[config.mk]
export PLATFORM = sky130hd
export DESIGN_NAME = mem_arbiter
export DESIGN_NICKNAME = d
export VERILOG_FILES = /design/src/rtl/mem_arbiter.sv
export SDC_FILE = /design/constraint.sdc
export NUM_CORES = 1
export LEC_CHECK = 0
export CAP_MARGIN = 20
export CORE_MARGIN = 1
export CORE_UTILIZATION = 37
export CTS_CLUSTER_DIAMETER = 80
export CTS_CLUSTER_SIZE = 24
export DETAILED_ROUTE_END_ITERATION = 7
export GPL_TIMING_DRIVEN = 0
export PLACE_DENSITY = 0.77
export SETUP_SLACK_MARGIN = 0.1
export SYNTH_ARGS = -nofsm -noshare
export SYNTH_HDL_FRONTEND = slang
export SYNTH_SLANG_ARGS = --single-unit
[constraint.sdc]
create_clock -name clk -period 3.4 [get_ports clk]
set_clock_uncertainty 0.1 [all_clocks]
set_input_delay 0.51 -clock clk [delete_from_list [all_inputs] [get_ports clk]]
set_output_delay 0.51 -clock clk [all_outputs]
set_load 0.03 [all_outputs]
[src/rtl/mem_arbiter.sv]
// Two-port front end for the single-ported data memory.
// Arbitrates fetch vs. load/store, maps byte addresses onto word address plus
// byte controls, and sequences the memory's command / one-cycle read latency.
module mem_arbiter #(
  parameter int MEM_WORDS     = 64,
  parameter bit DATA_PRIORITY = 1'b1
) (
  input  logic        clk,
  input  logic        rst,
  input  logic        if_req,
  input  logic [15:0] if_addr,
  output logic        if_ack,
  output logic [15:0] if_rdata,
  input  logic        d_req,
  input  logic        d_we,
  input  logic        d_byte,
  input  logic [15:0] d_addr,
  input  logic [15:0] d_wdata,
  output logic        d_ack,
  output logic [15:0] d_rdata,
  output logic        d_err,
  output logic        mem_en,
  output logic        mem_we,
  output logic        mem_byte_enable,
  output logic        mem_byte_select,
  output logic [15:0] mem_addr,
  output logic [15:0] mem_data_in,
  input  logic [15:0] mem_data_out,
  input  logic        mem_wait
);

  typedef enum logic [1:0] {IDLE, CMD, RESP, ACK} state_t;

  localparam logic [16:0] WORD_LIMIT = 17'(MEM_WORDS);

  state_t state;
  logic   grant_data;  // 1 = data port owns the current transaction
  logic   rr_data;     // 1 = data port wins the next tie (round-robin mode)
  logic   sel_data;
  logic   sel_oor;

  function automatic logic out_of_range(input logic [15:0] byte_addr);
    return {2'b00, byte_addr[15:1]} >= WORD_LIMIT;
  endfunction

  // Stores return zero; byte loads keep only the low byte the memory returns.
  function automatic logic [15:0] load_data(input logic        is_store,
                                            input logic        is_byte,
                                            input logic [15:0] raw);
    if (is_store)     return 16'h0000;
    else if (is_byte) return {8'h00, raw[7:0]};
    else              return raw;
  endfunction

  // Pick the winner among the current requests and check its address range.
  always_comb begin
    sel_data = d_req && (!if_req || DATA_PRIORITY || rr_data);
    sel_oor  = sel_data ? out_of_range(d_addr) : out_of_range(if_addr);
  end

  // Transaction sequencer with registered memory command and acks.
  always_ff @(posedge clk) begin
    if (rst) begin
      state           <= IDLE;
      grant_data      <= 1'b0;
      rr_data         <= 1'b1;
      if_ack          <= 1'b0;
      if_rdata        <= 16'h0000;
      d_ack           <= 1'b0;
      d_rdata         <= 16'h0000;
      d_err           <= 1'b0;
      mem_en          <= 1'b0;
      mem_we          <= 1'b0;
      mem_byte_enable <= 1'b0;
      mem_byte_select <= 1'b0;
      mem_addr        <= 16'h0000;
      mem_data_in     <= 16'h0000;
    end else begin
      case (state)
        IDLE: begin
          if (if_req || d_req) begin
            grant_data <= sel_data;
            if (if_req && d_req) rr_data <= !sel_data;
            if (sel_oor) begin
              // Out-of-range: never touch the memory, complete next cycle.
              state <= ACK;
              if (sel_data) begin
                d_ack   <= 1'b1;
                d_err   <= 1'b1;
                d_rdata <= 16'h0000;
              end else begin
                if_ack   <= 1'b1;
                if_rdata <= 16'h0000;
              end
            end else begin
              state  <= CMD;
              mem_en <= 1'b1;
              if (sel_data) begin
                mem_addr        <= {1'b0, d_addr[15:1]};
                mem_we          <= d_we;
                mem_byte_enable <= d_byte;
                mem_byte_select <= d_byte & d_addr[0];
                mem_data_in     <= d_wdata;
              end else begin
                mem_addr        <= {1'b0, if_addr[15:1]};
                mem_we          <= 1'b0;
                mem_byte_enable <= 1'b0;
                mem_byte_select <= 1'b0;
                mem_data_in     <= 16'h0000;
              end
            end
          end
        end
        CMD: begin
          // Command stays frozen while the memory stalls.
          if (!mem_wait) begin
            mem_en <= 1'b0;
            state  <= RESP;
          end
        end
        RESP: begin
          if (grant_data) begin
            d_rdata <= load_data(mem_we, mem_byte_enable, mem_data_out);
            d_ack   <= 1'b1;
          end else begin
            if_rdata <= load_data(1'b0, 1'b0, mem_data_out);
            if_ack   <= 1'b1;
          end
          state <= ACK;
        end
        ACK: begin
          if_ack <= 1'b0;
          d_ack  <= 1'b0;
          d_err  <= 1'b0;
          state  <= IDLE;
        end
        default: state <= IDLE;
      endcase
    end
  end

endmodule

# Yosys cells after proc, flatten, opt, wreduce, memory -nomap -nowiden

Index checks and enable logic that the tools add are counted.

Input bits: 71
Flip-flop bits (word level): 74
Logic and storage cells: 80
Output and inout bits: 71

Order comparisons: 2
Mux-type cells: 37
Bitwise operators: 2
Equal/unequal tests: 11
Reductions and logical operators: 15

Operators with widths:

| kind                | number |
|---|---|
| $mux 16             | 11 |
| $pmux 16 s2         | 2 |
| $ge 15x7->1 const B | 2 |
| $reduce_and 5->1    | 4 |
| $ne 2x2->1 const B  | 8 |
| $mux 1              | 15 |
| $mux 15             | 1 |
| $pmux 2 s4          | 1 |
| $reduce_and 4->1    | 2 |
| $mux 2              | 3 |
| $pmux 1 s3          | 2 |
| $reduce_bool 2->1   | 3 |
| $eq 2x2->1 const B  | 2 |
| $pmux 1 s2          | 2 |
| $reduce_and 2->1    | 2 |
| $reduce_and 3->1    | 1 |
| $reduce_bool 3->1   | 1 |
| $eq 2x1->1 const B  | 1 |
| $logic_not 2->1     | 1 |
| $and 1x1->1         | 1 |
| $logic_or 1x1->1    | 1 |
| $not 1->1           | 1 |

# Logic depth before layout (Yosys ltp)

Gate-level depths: netlist of the first run.

Depth after elaboration: 5
Mapped depth: 8
Gate-level depth less buffers: 6

# Worst setup path after synthesis of the first run

Ideal clock, no wire load.

Kind: reg-to-reg
Start point: reg state[0]
End point: reg d_rdata[6]
Path buffers: 2
Setup slack: 1.331 ns
Stages on the path, launching flop included: 9
Clock period less this slack: 2.069 ns
Data required time: 3.168 ns
Arrival time: 1.837 ns
Setup time: 0.132 ns
Path through: dfxtp_1 inv_1 ha_1 buf_2 nor2b_1 or3_1 clkbuf_1 o21ai_0 a21oi_1

Word-level cells in the longest chain between the ends: 3
Elaborated cells on any way between the ends: 9
Classes of those cells: eq/ne (5); mux (1); reduce/logical (3)

RTL lines:

| what                                                             | RTL line | text |
|---|---|---|
| start: declaration                                               | 36       | `state_t state;` |
| start signal: assignment                                         | 64       | `state <= IDLE;` |
| start signal: assignment                                         | 86       | `state <= ACK;` |
| start signal: assignment                                         | 96       | `state <= CMD;` |
| $eq 2x2->1 or $logic_not 2->1 (tied branches)                    | 79       | `case (state)` |
| $ne 2x2->1 (no source line) or $reduce_bool 2->1 (tied branches) | n/a      |  |
| $reduce_and 5->1 (no source line)                                | n/a      |  |
| end signal: assignment                                           | 123      | `d_rdata <= load_data(mem_we, mem_byte_enable, mem_data_out);` |
| end: declaration                                                 | 20       | `output logic [15:0] d_rdata,` |

Parallel ways exist; a longest one is shown, timed or not.
A chain may end at the register's enable or synchronous reset.

# Final worst setup path of the first run

Start point: reg state[0]
End point: reg d_rdata[12]

The elaborated chain is that of the path after synthesis.

==> results of run 1 <==
layout by cell type (no fill, tap or decap), types with 10 or more instances in the layout:
master / count
a22o_1: 18
a211oi_1: 11
clkbuf_8: 12
nand2_1: 12
o32ai_2: 10
clkdlybuf4s50_1: 138
nand4_1: 11
o21ai_0: 24
nand2b_1: 19
and2_1: 10
dfxtp_1: 73
clkbuf_1: 10
nor2b_1: 10
inv_1: 26
a21oi_1: 11
nor2_1: 10
registers in the layout, summed over array words and instances (netlist names), 2 cells and up:
register and count:
state 2, mem_data_in 16, if_rdata 16, d_rdata 16
mem_addr 15
power by group:
part | switching [uW] | leakage [uW] | internal, uW
sequential | 58.3 | 0.000591 | 949
combinational | 645 | 0.00104 | 439
clock | 328 | 0.000123 | 474
total | 1030 | 0.00175 | 1860
how the worst max path moves through the flow:
stage	from	end	slack (ns)	depth (start not counted)
after global routing	state[0]$_SDFFE_PP0P_	d_rdata[9]$_SDFFE_PP0P_	0.64	7
after CTS	state[0]$_SDFFE_PP0P_	d_rdata[12]$_SDFFE_PP0P_	0.86	7
final	state[0]$_SDFFE_PP0P_	d_rdata[12]$_SDFFE_PP0P_	0.87	7
after floorplan	state[0]$_SDFFE_PP0P_	d_rdata[6]$_SDFFE_PP0P_	1.33	8
after detailed placement	d_req	mem_we$_SDFFE_PP0P_	0.53	6
after global placement	d_req	mem_data_in[2]$_SDFFE_PP0P_	0.58	6
layer usage:
| layer | track usage (%) | share of wire (%) |
|---|---|---|
| met5 | 0 | 0 |
| met4 | 8.96 | 2.1 |
| met3 | 4.67 | 6.1 |
| met2 | 35.6 | 49 |
| met1 | 24.9 | 43 |
cell usage after synthesis, drive strengths merged, types with 4 or more instances:
cell type | number | area, um^2
o32ai | 16 | 215
clkbuf | 11 | 42.5
and2 | 10 | 62.6
buf | 10 | 72.6
mux2 | 6 | 67.6
nand2b | 19 | 119
ha | 6 | 75.1
dfxtp | 73 | 1460
nand2 | 12 | 45.0
nand3 | 4 | 25.0
a211oi | 11 | 82.6
o21ai | 24 | 120
a2111oi | 6 | 52.6
nor3 | 4 | 25.0
nor4 | 4 | 52.6
nor2b | 10 | 62.6
inv | 26 | 97.6
nand4 | 12 | 81.3
nor2 | 10 | 37.5
a22o | 18 | 158
a21oi | 13 | 72.6
cells by family (layout without fill, tap and decap cells):
logic type,after synthesis,after routing,share of synthesized area (%)
adder cells (fa/ha/maj),6,6,2.35
other,1,1,0.117
flip-flops,73,73,45.8
AO/OA/AOI/OAI,100,100,25.1
AND/OR/NAND/NOR,91,91,17.9
buffers and inverters,47,201,6.66
multiplexers,6,6,2.12
through the flow:
step / util, % / area [um^2] / total power, uW
finish: 59.7 / 4950 / 2890
global route: 59.7 / 4950 / 3060
CTS: 59.6 / 4940 / 2910
detailed placement: 56.7 / 4710 / 2110
global placement: 56.7 / 4710 / 2080
floorplan: - / 3190 / 1710
area by class of cell:
class,count,area (um^2)
plain buffers,21,115
clock buffers,12,165
clock inverters,4,73.8
fillers,706,3350
inverters,26,97.6
multi-input cells,204,1530
flip-flops and latches,73,1460
well taps,105,131
repair buffers,138,1380
==> reports/metrics.yaml, run 1 <==
clock_network:
  clockBufferDepth: 2
  clk_pin_slew_ns: 0.08
  cts.repair.resized: 0
  cts_root_buf: "clkbuf_8"
  htreeDepth: 3
  cts_tree: "done"
  cts_hold_buf: 0
  clock_latency_ns: 0.35
  cts_buffers: 9
  clock_sinks: 73
  postCtsSetupBuffers: 0
min_path:
  hold_path.class: "register to register"
  min_delay_path_depth: 1
  min_from: "mem_addr[6]$_SDFFE_PP0P_"
  holdPathEnd: "mem_addr[6]$_SDFFE_PP0P_"
timing:
  timing.setup.tns_ns: 0
  final_hold_viol_count: 0
  clock.fmax_mhz: 396
  finalMaxSlewViolations: 0
  worst_pin_slew_ns: 0.812
  timing.final.ws_setup_ns: 0.873
  setup_viol: 0
  whs_ns: 0.362
  min_period_over_period_pct: 74.3
  relSlewSlack_pct: 45.4
  final.min_clock_period_ns: 2.53
  rsz0062_at_grt: "false"
worst_setup_path:
  reg2reg_to: "d_rdata[12]$_SDFFE_PP0P_"
  critPathMaxFanout: 10
  critPathRequiredTime_ns: 3.55
  r2r_slack_ns: 0.87
  crit_type: "register to register"
  r2r_cells: 7
  cp-end-kind: "register"
  crit_chain: "inv_1 > ha_1 > buf_2 > nor2b_1 > nor3_2 > nand2_1 > o21ai_0"
  cp_num_buf_inv: 2
  crit_family: "simple AND/OR/NAND/NOR gates"
  crit_arrival_ns: 2.68
  crit-reg2reg-launch: "state[0]$_SDFFE_PP0P_"
  startpoint_type: "register"
  critPathMaxStageDelay_ns: 0.54
  slowest_stage: "nor3_2"
logic_synthesis:
  avgSynthCellArea_um2: 9.86
  seq_area_frac_synth_pct: 45.8
  synth_flop_cell: "dfxtp_1"
  syn-num-nets: 401
  syn_area_mm2: 0.00319
  synth.distinct_cells: 46
  syn_inst: 324
  synthArstFlopShare_pct: 0
  synth_edf_count: 0
  ys_ff_latch: 73
  yosysWarnings: 0
power_and_ir_drop:
  p_per_area_mw_per_mm2: 584
  ir_worst_vdd_mv: 0.253
  p_leak_uw: 0.00175
die:
  die_y_um: 94.9
  num_io_pins: 142
  rows: 33
  dieArea_mm2: 0.00901
  start_util_pct: 38.5
  die_w_um: 94.9
  core_mm2: 0.00830
cells_and_area:
  drive_gt1_share_pct: 11.3
  final_cells: 583
  layout.nets: 550
  area_growth_pct: 55.1
  n_antenna_cell: 0
route:
  vias: 2991
  drt-wirelength-per-cell_um: 15.5
  via_per_inst: 5.13
  wirelength_um: 9020
  drc: 0
  drt_iter0_markers: 102
  drt_pass1_iterations: 5
  detail-route-antenna-nets: 0
outcome:
  status: "completed"
global_route:
  antenna_found_initial: 0
  grt_pass1_wl_um: 14500
  grt_pass1_vias: 2990
  grt_usage_pct: 20.8
  overflow: 0
  grt_start_max_net_pins: 13
placement:
  dp_hpwl_um: 6780
  numPlacedInstances: 567
  place_ws_ns: 0.534
  io_buffers: 138
  routabilityCongestion: 0.791
job:
  cap_violations: 0
(Power assumes the default switching activity.)
==> run 2: changes to the inputs <==
--- a/config.mk
+++ b/config.mk
@@ -12,7 +12,7 @@
 export CTS_CLUSTER_SIZE = 24
 export DETAILED_ROUTE_END_ITERATION = 7
 export GPL_TIMING_DRIVEN = 0
-export PLACE_DENSITY = 0.77
+export PLACE_DENSITY = 0.8
 export SETUP_SLACK_MARGIN = 0.1
 export SYNTH_ARGS = -nofsm -noshare
 export SYNTH_HDL_FRONTEND = slang
==> constraint.sdc (replaced) <==
create_clock -name clk -period 2.1 [get_ports clk]
set_clock_uncertainty 0.1 [all_clocks]
set_input_delay 0.315 -clock clk [delete_from_list [all_inputs] [get_ports clk]]
set_output_delay 0.315 -clock clk [all_outputs]
set_load 0.03 [all_outputs]
==> run 2 against run 1 <==
Utilization grew 2.8 points. Highest routed layer unchanged. Via count grew 2.5%. First-iteration DRC count shrank 8.8%. Count of clock-buffer cells in the layout shrank 2. Routed wire length grew 1.2%. Combinational power grew 92%. Worst setup slack lost 0.76 ns. Sequential power grew 63%. Design area grew 4.8%.
==> reports/metrics.yaml, run 2 (synthesis gave the netlist of run 1 again) <==
outcome:
  status: "completed"
die:
  die_y_um: 94.9
  rows: 33
  core_mm2: 0.00830
  num_io_pins: 142
  die_w_um: 94.9
  dieArea_mm2: 0.00901
  start_util_pct: 38.5
timing:
  relSlewSlack_pct: 55.1
  whs_ns: 0.357
  setup_viol: 0
  final.min_clock_period_ns: 1.99
  min_period_over_period_pct: 94.7
  finalMaxSlewViolations: 0
  rsz0062_at_grt: "false"
  timing.final.ws_setup_ns: 0.111
  clock.fmax_mhz: 503
  timing.setup.tns_ns: 0
  worst_pin_slew_ns: 0.674
  final_hold_viol_count: 0
route:
  vias: 3065
  detail-route-antenna-nets: 0
  drt_iter0_markers: 93
  drt_pass1_iterations: 4
  via_per_inst: 5.14
  drt-wirelength-per-cell_um: 15.3
  drc: 0
  wirelength_um: 9130
clock_network:
  cts_root_buf: "clkbuf_8"
  clk_pin_slew_ns: 0.08
  clockBufferDepth: 2
  clock_latency_ns: 0.35
  clock_sinks: 73
  cts_tree: "done"
  cts_hold_buf: 0
  htreeDepth: 3
  cts_buffers: 9
cells_and_area:
  drive_gt1_share_pct: 17.7
  n_antenna_cell: 0
  layout.nets: 564
  final_cell_mix: "136 x clkdlybuf4s50_1, 71 x dfxtp_1, 24 x inv_1"
  area_growth_pct: 62.5
  regArea_mm2: 0.00147
  top_regs: "d_rdata: 16 flops, if_rdata: 16 flops, mem_data_in: 16 flops"
  fill_cells: 723
  final_cells: 596
  multi_input_area_mm2: 0.00165
  final_common_cell: "clkdlybuf4s50_1"
job:
  cap_violations: 0
placement:
  dp_hpwl_um: 6800
  io_buffers: 138
  place_ws_ns: -0.491
  routabilityCongestion: 0.771
  numPlacedInstances: 567
power_and_ir_drop:
  ir_worst_vdd_mv: 0.417
  p_leak_uw: 0.00183
  p_per_area_mw_per_mm2: 945
global_route:
  overflow: 0
  grt_start_max_net_pins: 13
  grt_usage_pct: 20.2
  grt_pass1_wl_um: 13900
  grt_pass1_vias: 2930
  antenna_found_initial: 0
worst_setup_path:
  critPathRequiredTime_ns: 2.20
  startpoint_type: "register"
  critPathMaxFanout: 10
  crit_arrival_ns: 2.09
  cp-end-kind: "register"
  crit_type: "register to register"
min_path:
  hold_path.class: "register to register"
[run 2: cell type report]
cell class                 instances  area share (%)
multi-input combinational        204            31.8
timing repair buffer             152            28.7
sequential                        73            28.3
buffer                            21            2.73
tap                              105            2.53
clock buffer                      10            2.46
inverter                          26            1.88
clock inverter                     5            1.57
[run 2: worst paths after layout]
path | to | slack (ns) | depth (start not counted) | from
worst min-delay path | mem_addr[0]$_SDFFE_PP0P_ | 0.36 | 2 | mem_addr[0]$_SDFFE_PP0P_
worst max-delay path | d_rdata[7]$_SDFFE_PP0P_ | 0.11 | 8 | state[1]$_SDFFE_PP0P_
worst min register to register | mem_addr[0]$_SDFFE_PP0P_ | 0.36 | 2 | mem_addr[0]$_SDFFE_PP0P_
worst max register to register | d_rdata[7]$_SDFFE_PP0P_ | 0.11 | 8 | state[1]$_SDFFE_PP0P_
[run 2: what timing repair did]
item	4_1_cts	5_1_grt
setup endpoints to repair	61	37
resized for setup	28	37
pin swaps	3	8
setup buffers	6	8
[run 2: critical path: stages, from the launching register on]
cell and delay, ns:
dfxtp_4 0.37, inv_2 0.06, ha_4 0.17, buf_6 0.13
nor2b_2 0.18, or3_4 0.41, buf_8 0.15, o21ai_1 0.16
a21oi_1 0.10
[run 2: power by group]
group / switching, uW / internal (uW) / total, uW
clock: 521 / 663 / 1180
sequential: 102 / 1550 / 1650
combinational: 1160 / 907 / 2070
[run 2: per-layer routing]
metal	global-route usage (%)	vias up	share of wire, %	wire length, um
li1	-	1508	-	-
met1	23.5	1424	42	3850
met2	34.8	125	50	4570
met3	5.96	8	6.9	632
met4	7.20	0	0.83	76
met5	0	-	0	0
[run 2: through the flow]
| stage | power (uW) | utilization [%] | instance area [um^2] |
|---|---|---|---|
| after floorplan | 2800 | - | 3210 |
| after global placement | 3390 | 56.9 | 4720 |
| after detailed placement | 3440 | 56.9 | 4720 |
| after CTS | 4770 | 61.0 | 5060 |
| after global routing | 5140 | 62.5 | 5190 |
| final | 4900 | 62.5 | 5190 |
==> run 3: changes to the inputs <==
--- a/config.mk
+++ b/config.mk
@@ -5,6 +5,7 @@
 export SDC_FILE = /design/constraint.sdc
 export NUM_CORES = 1
 export LEC_CHECK = 0
+export ABC_AREA = 1
 export CAP_MARGIN = 20
 export CORE_MARGIN = 1
 export CORE_UTILIZATION = 37
@@ -12,7 +13,7 @@
 export CTS_CLUSTER_SIZE = 24
 export DETAILED_ROUTE_END_ITERATION = 7
 export GPL_TIMING_DRIVEN = 0
-export PLACE_DENSITY = 0.8
+export PLACE_DENSITY = 0.79
 export SETUP_SLACK_MARGIN = 0.1
 export SYNTH_ARGS = -nofsm -noshare
 export SYNTH_HDL_FRONTEND = slang
==> run 3 against run 2 <==
The run now ends with DRC left. Sequential share of layout area down 0.41 points. Critical path depth decreased by 2. First-iteration DRC count grew 47%. Combinational power is 57% higher. Register-to-register slack improved by 0.12 ns. Worst setup slack improved by 0.12 ns. Critical path type unchanged. Largest cell class unchanged. Largest power group unchanged. Highest routed layer unchanged.
==> reports/metrics.yaml, run 3 <==
outcome:
  status: "complete, but fails checks"
  failed_checks: "DRC"
power_and_ir_drop:
  p_leak_uw: 0.00228
  p_per_area_mw_per_mm2: 1220
  ir_worst_vdd_mv: 0.487
clock_network:
  clock_latency_ns: 0.34
  clock_sinks: 73
  cts_tree: "done"
  cts_buffers: 9
  clockBufferDepth: 2
  cts_hold_buf: 0
  cts_root_buf: "clkbuf_8"
  htreeDepth: 3
  clk_pin_slew_ns: 0.08
cells_and_area:
  final_common_cell: "clkdlybuf4s50_1"
  drive_gt1_share_pct: 13.2
  top_regs: "d_rdata: 16 flops, if_rdata: 16 flops, mem_data_in: 16 flops"
  final_cell_mix: "139 x clkdlybuf4s50_1, 125 x nand2_1, 71 x dfxtp_1"
  final_core_util_pct: 59.5
  area_growth_pct: 53.6
  layout.nets: 709
  n_antenna_cell: 0
route:
  drc: 7
  via_per_inst: 4.72
  drt-wirelength-per-cell_um: 13.0
  vias: 3520
  drt_iter0_markers: 137
  detail-route-antenna-nets: 0
  wirelength_um: 9710
  drt_pass1_iterations: 7
logic_synthesis:
  seq_area_frac_synth_pct: 42.6
  synthArstFlopShare_pct: 0
  synthSimpleGateAreaFrac_pct: 34.1
  ys_ff_latch: 73
  synth_fa_ha_area_share_pct: 2.19
  yosysMostFrequentCell: "nand2_1"
  ys_top_cells_by_area: "dfxtp_1 43%, nand2_1 14%, nor2_1 7.6%, inv_1 6.0%, a21oi_1 3.9%"
  synth_top_area_share_pct: 42.6
  synth.distinct_cells: 34
  synthXorXnorAreaFrac_pct: 0
  synth-compound-area-share_pct: 10.1
  syn_inst: 480
  avgSynthCellArea_um2: 7.14
  synth_flop_cell: "dfxtp_1"
  yosysWarnings: 0
  synth_top_area_cell: "dfxtp_1"
  synth_edf_count: 0
  synth_top_family_by_area: "simple AND/OR/NAND/NOR gates"
  synth.mux.area_fraction_pct: 0
  synthTopCellsByCount: "128 x nand2_1, 73 x dfxtp_1, 69 x nor2_1"
  syn_area_mm2: 0.00343
  syn-num-nets: 557
worst_setup_path:
  crit_family: "buffers and inverters"
  cp-end-kind: "register"
  cp_common_cell: "nor2_1"
  cp_num_buf_inv: 2
  critPathMaxStageDelay_ns: 0.45
  critPathMaxFanout: 10
  startpoint_type: "register"
  slowest_stage: "clkbuf_1"
  critPathRequiredTime_ns: 2.22
  crit_type: "register to register"
  crit_arrival_ns: 1.99
  crit_chain: "clkbuf_1 > or2_2 > buf_1 > nor2_1 > o21ai_0 > nor2_1"
placement:
  routabilityCongestion: 0.837
  place_ws_ns: -0.160
  io_buffers: 139
  dp_hpwl_um: 7330
global_route:
  antenna_found_initial: 0
  grt_pass1_vias: 3489
  grt_usage_pct: 20.6
  grt_start_max_net_pins: 13
  overflow: 0
  grt_pass1_wl_um: 16000
timing:
  final.min_clock_period_ns: 1.87
  timing.setup.tns_ns: 0
  finalMaxSlewViolations: 0
  timing.final.ws_setup_ns: 0.230
  clock.fmax_mhz: 535
  min_period_over_period_pct: 89.0
  rsz0062_at_grt: "false"
  worst_pin_slew_ns: 0.691
  final_hold_viol_count: 0
  whs_ns: 0.355
  relSlewSlack_pct: 53.9
  setup_viol: 0
die:
  num_io_pins: 142
  start_util_pct: 38.7
  die_w_um: 98.2
  rows: 34
  core_mm2: 0.00885
  die_y_um: 98.2
  dieArea_mm2: 0.00965
job:
  cap_violations: 0
min_path:
  hold_path.class: "register to register"
[run 3: cell types whose count changed after synthesis, moves of 12 or more]
cell	change
inv_1	+29
a21oi_1	+16
nand2_2	+15
nand3_1	+12
o21ai_0	-15
a22o_1	-18
nand2_1	+116
nand2b_1	-19
nor2_1	+59
[run 3: through the flow]
stage | std cells | total power, uW | area, um^2
after floorplan | 480 | 3910 | 3430
after global placement | 727 | 4850 | 4950
after detailed placement | 727 | 4930 | 4950
after CTS | 744 | 6360 | 5230
after global routing | 745 | 6880 | 5260
final | 745 | 6440 | 5260
[run 3: path summary, 6_finish.rpt]
check | from | to | slack (ns) | cells after the start
hold / removal | d_err$_SDFFE_PP0P_ | d_err$_SDFFE_PP0P_ | 0.36 | 2
setup reg to reg | mem_we$_SDFFE_PP0P_ | d_rdata[9]$_SDFFE_PP0P_ | 0.23 | 6
hold reg to reg | d_err$_SDFFE_PP0P_ | d_err$_SDFFE_PP0P_ | 0.36 | 2
setup / recovery | mem_we$_SDFFE_PP0P_ | d_rdata[9]$_SDFFE_PP0P_ | 0.23 | 6
[run 3: logic make-up after synthesis]
family	count (synthesis)
AOI/OAI and AO/OA	54
adders and majority gates	6
buffers and inverters	83
DFF	73
other	1
and+or+nand+nor	263
[run 3: where the power goes]
| group | switching, uW | internal, uW |
|---|---|---|
| Clock | 527 | 791 |
| Combinational | 1900 | 1350 |
| Sequential | 179 | 1700 |
[run 3: cell type report]
cell class / instances / area (um^2)
Fill cell: 818 / 3580
Multi-Input combinational cell: 324 / 1620
Sequential cell: 73 / 1470
Timing Repair Buffer: 141 / 1420
Inverter: 57 / 214
Buffer: 26 / 170
Tap cell: 108 / 135
Clock buffer: 11 / 131
Clock inverter: 5 / 104
[run 3: tightest hold or removal path, stage by stage, from the launching register on]
cell	delay, ns
dfxtp_1	0.32
inv_1	0.05
a21oi_1	0.05
[run 3: timing repair]
item | in CTS | in global routing
endpoints found under the hold margin | 0 | 0
setup endpoints to repair | 62 | 61
resized for setup | 6 | 15
setup buffers | 1 | 0
pin swaps | 0 | 1
cloned | 0 | 1
[run 3: layer usage]
metal | up-vias | wire length, um | global-route usage, %
li1 | 1784 | - | -
met1 | 1573 | 3990 | 23.8
met2 | 144 | 4810 | 36.3
met3 | 19 | 726 | 5.15
met4 | 0 | 184 | 8.15
met5 | - | 0 | 0
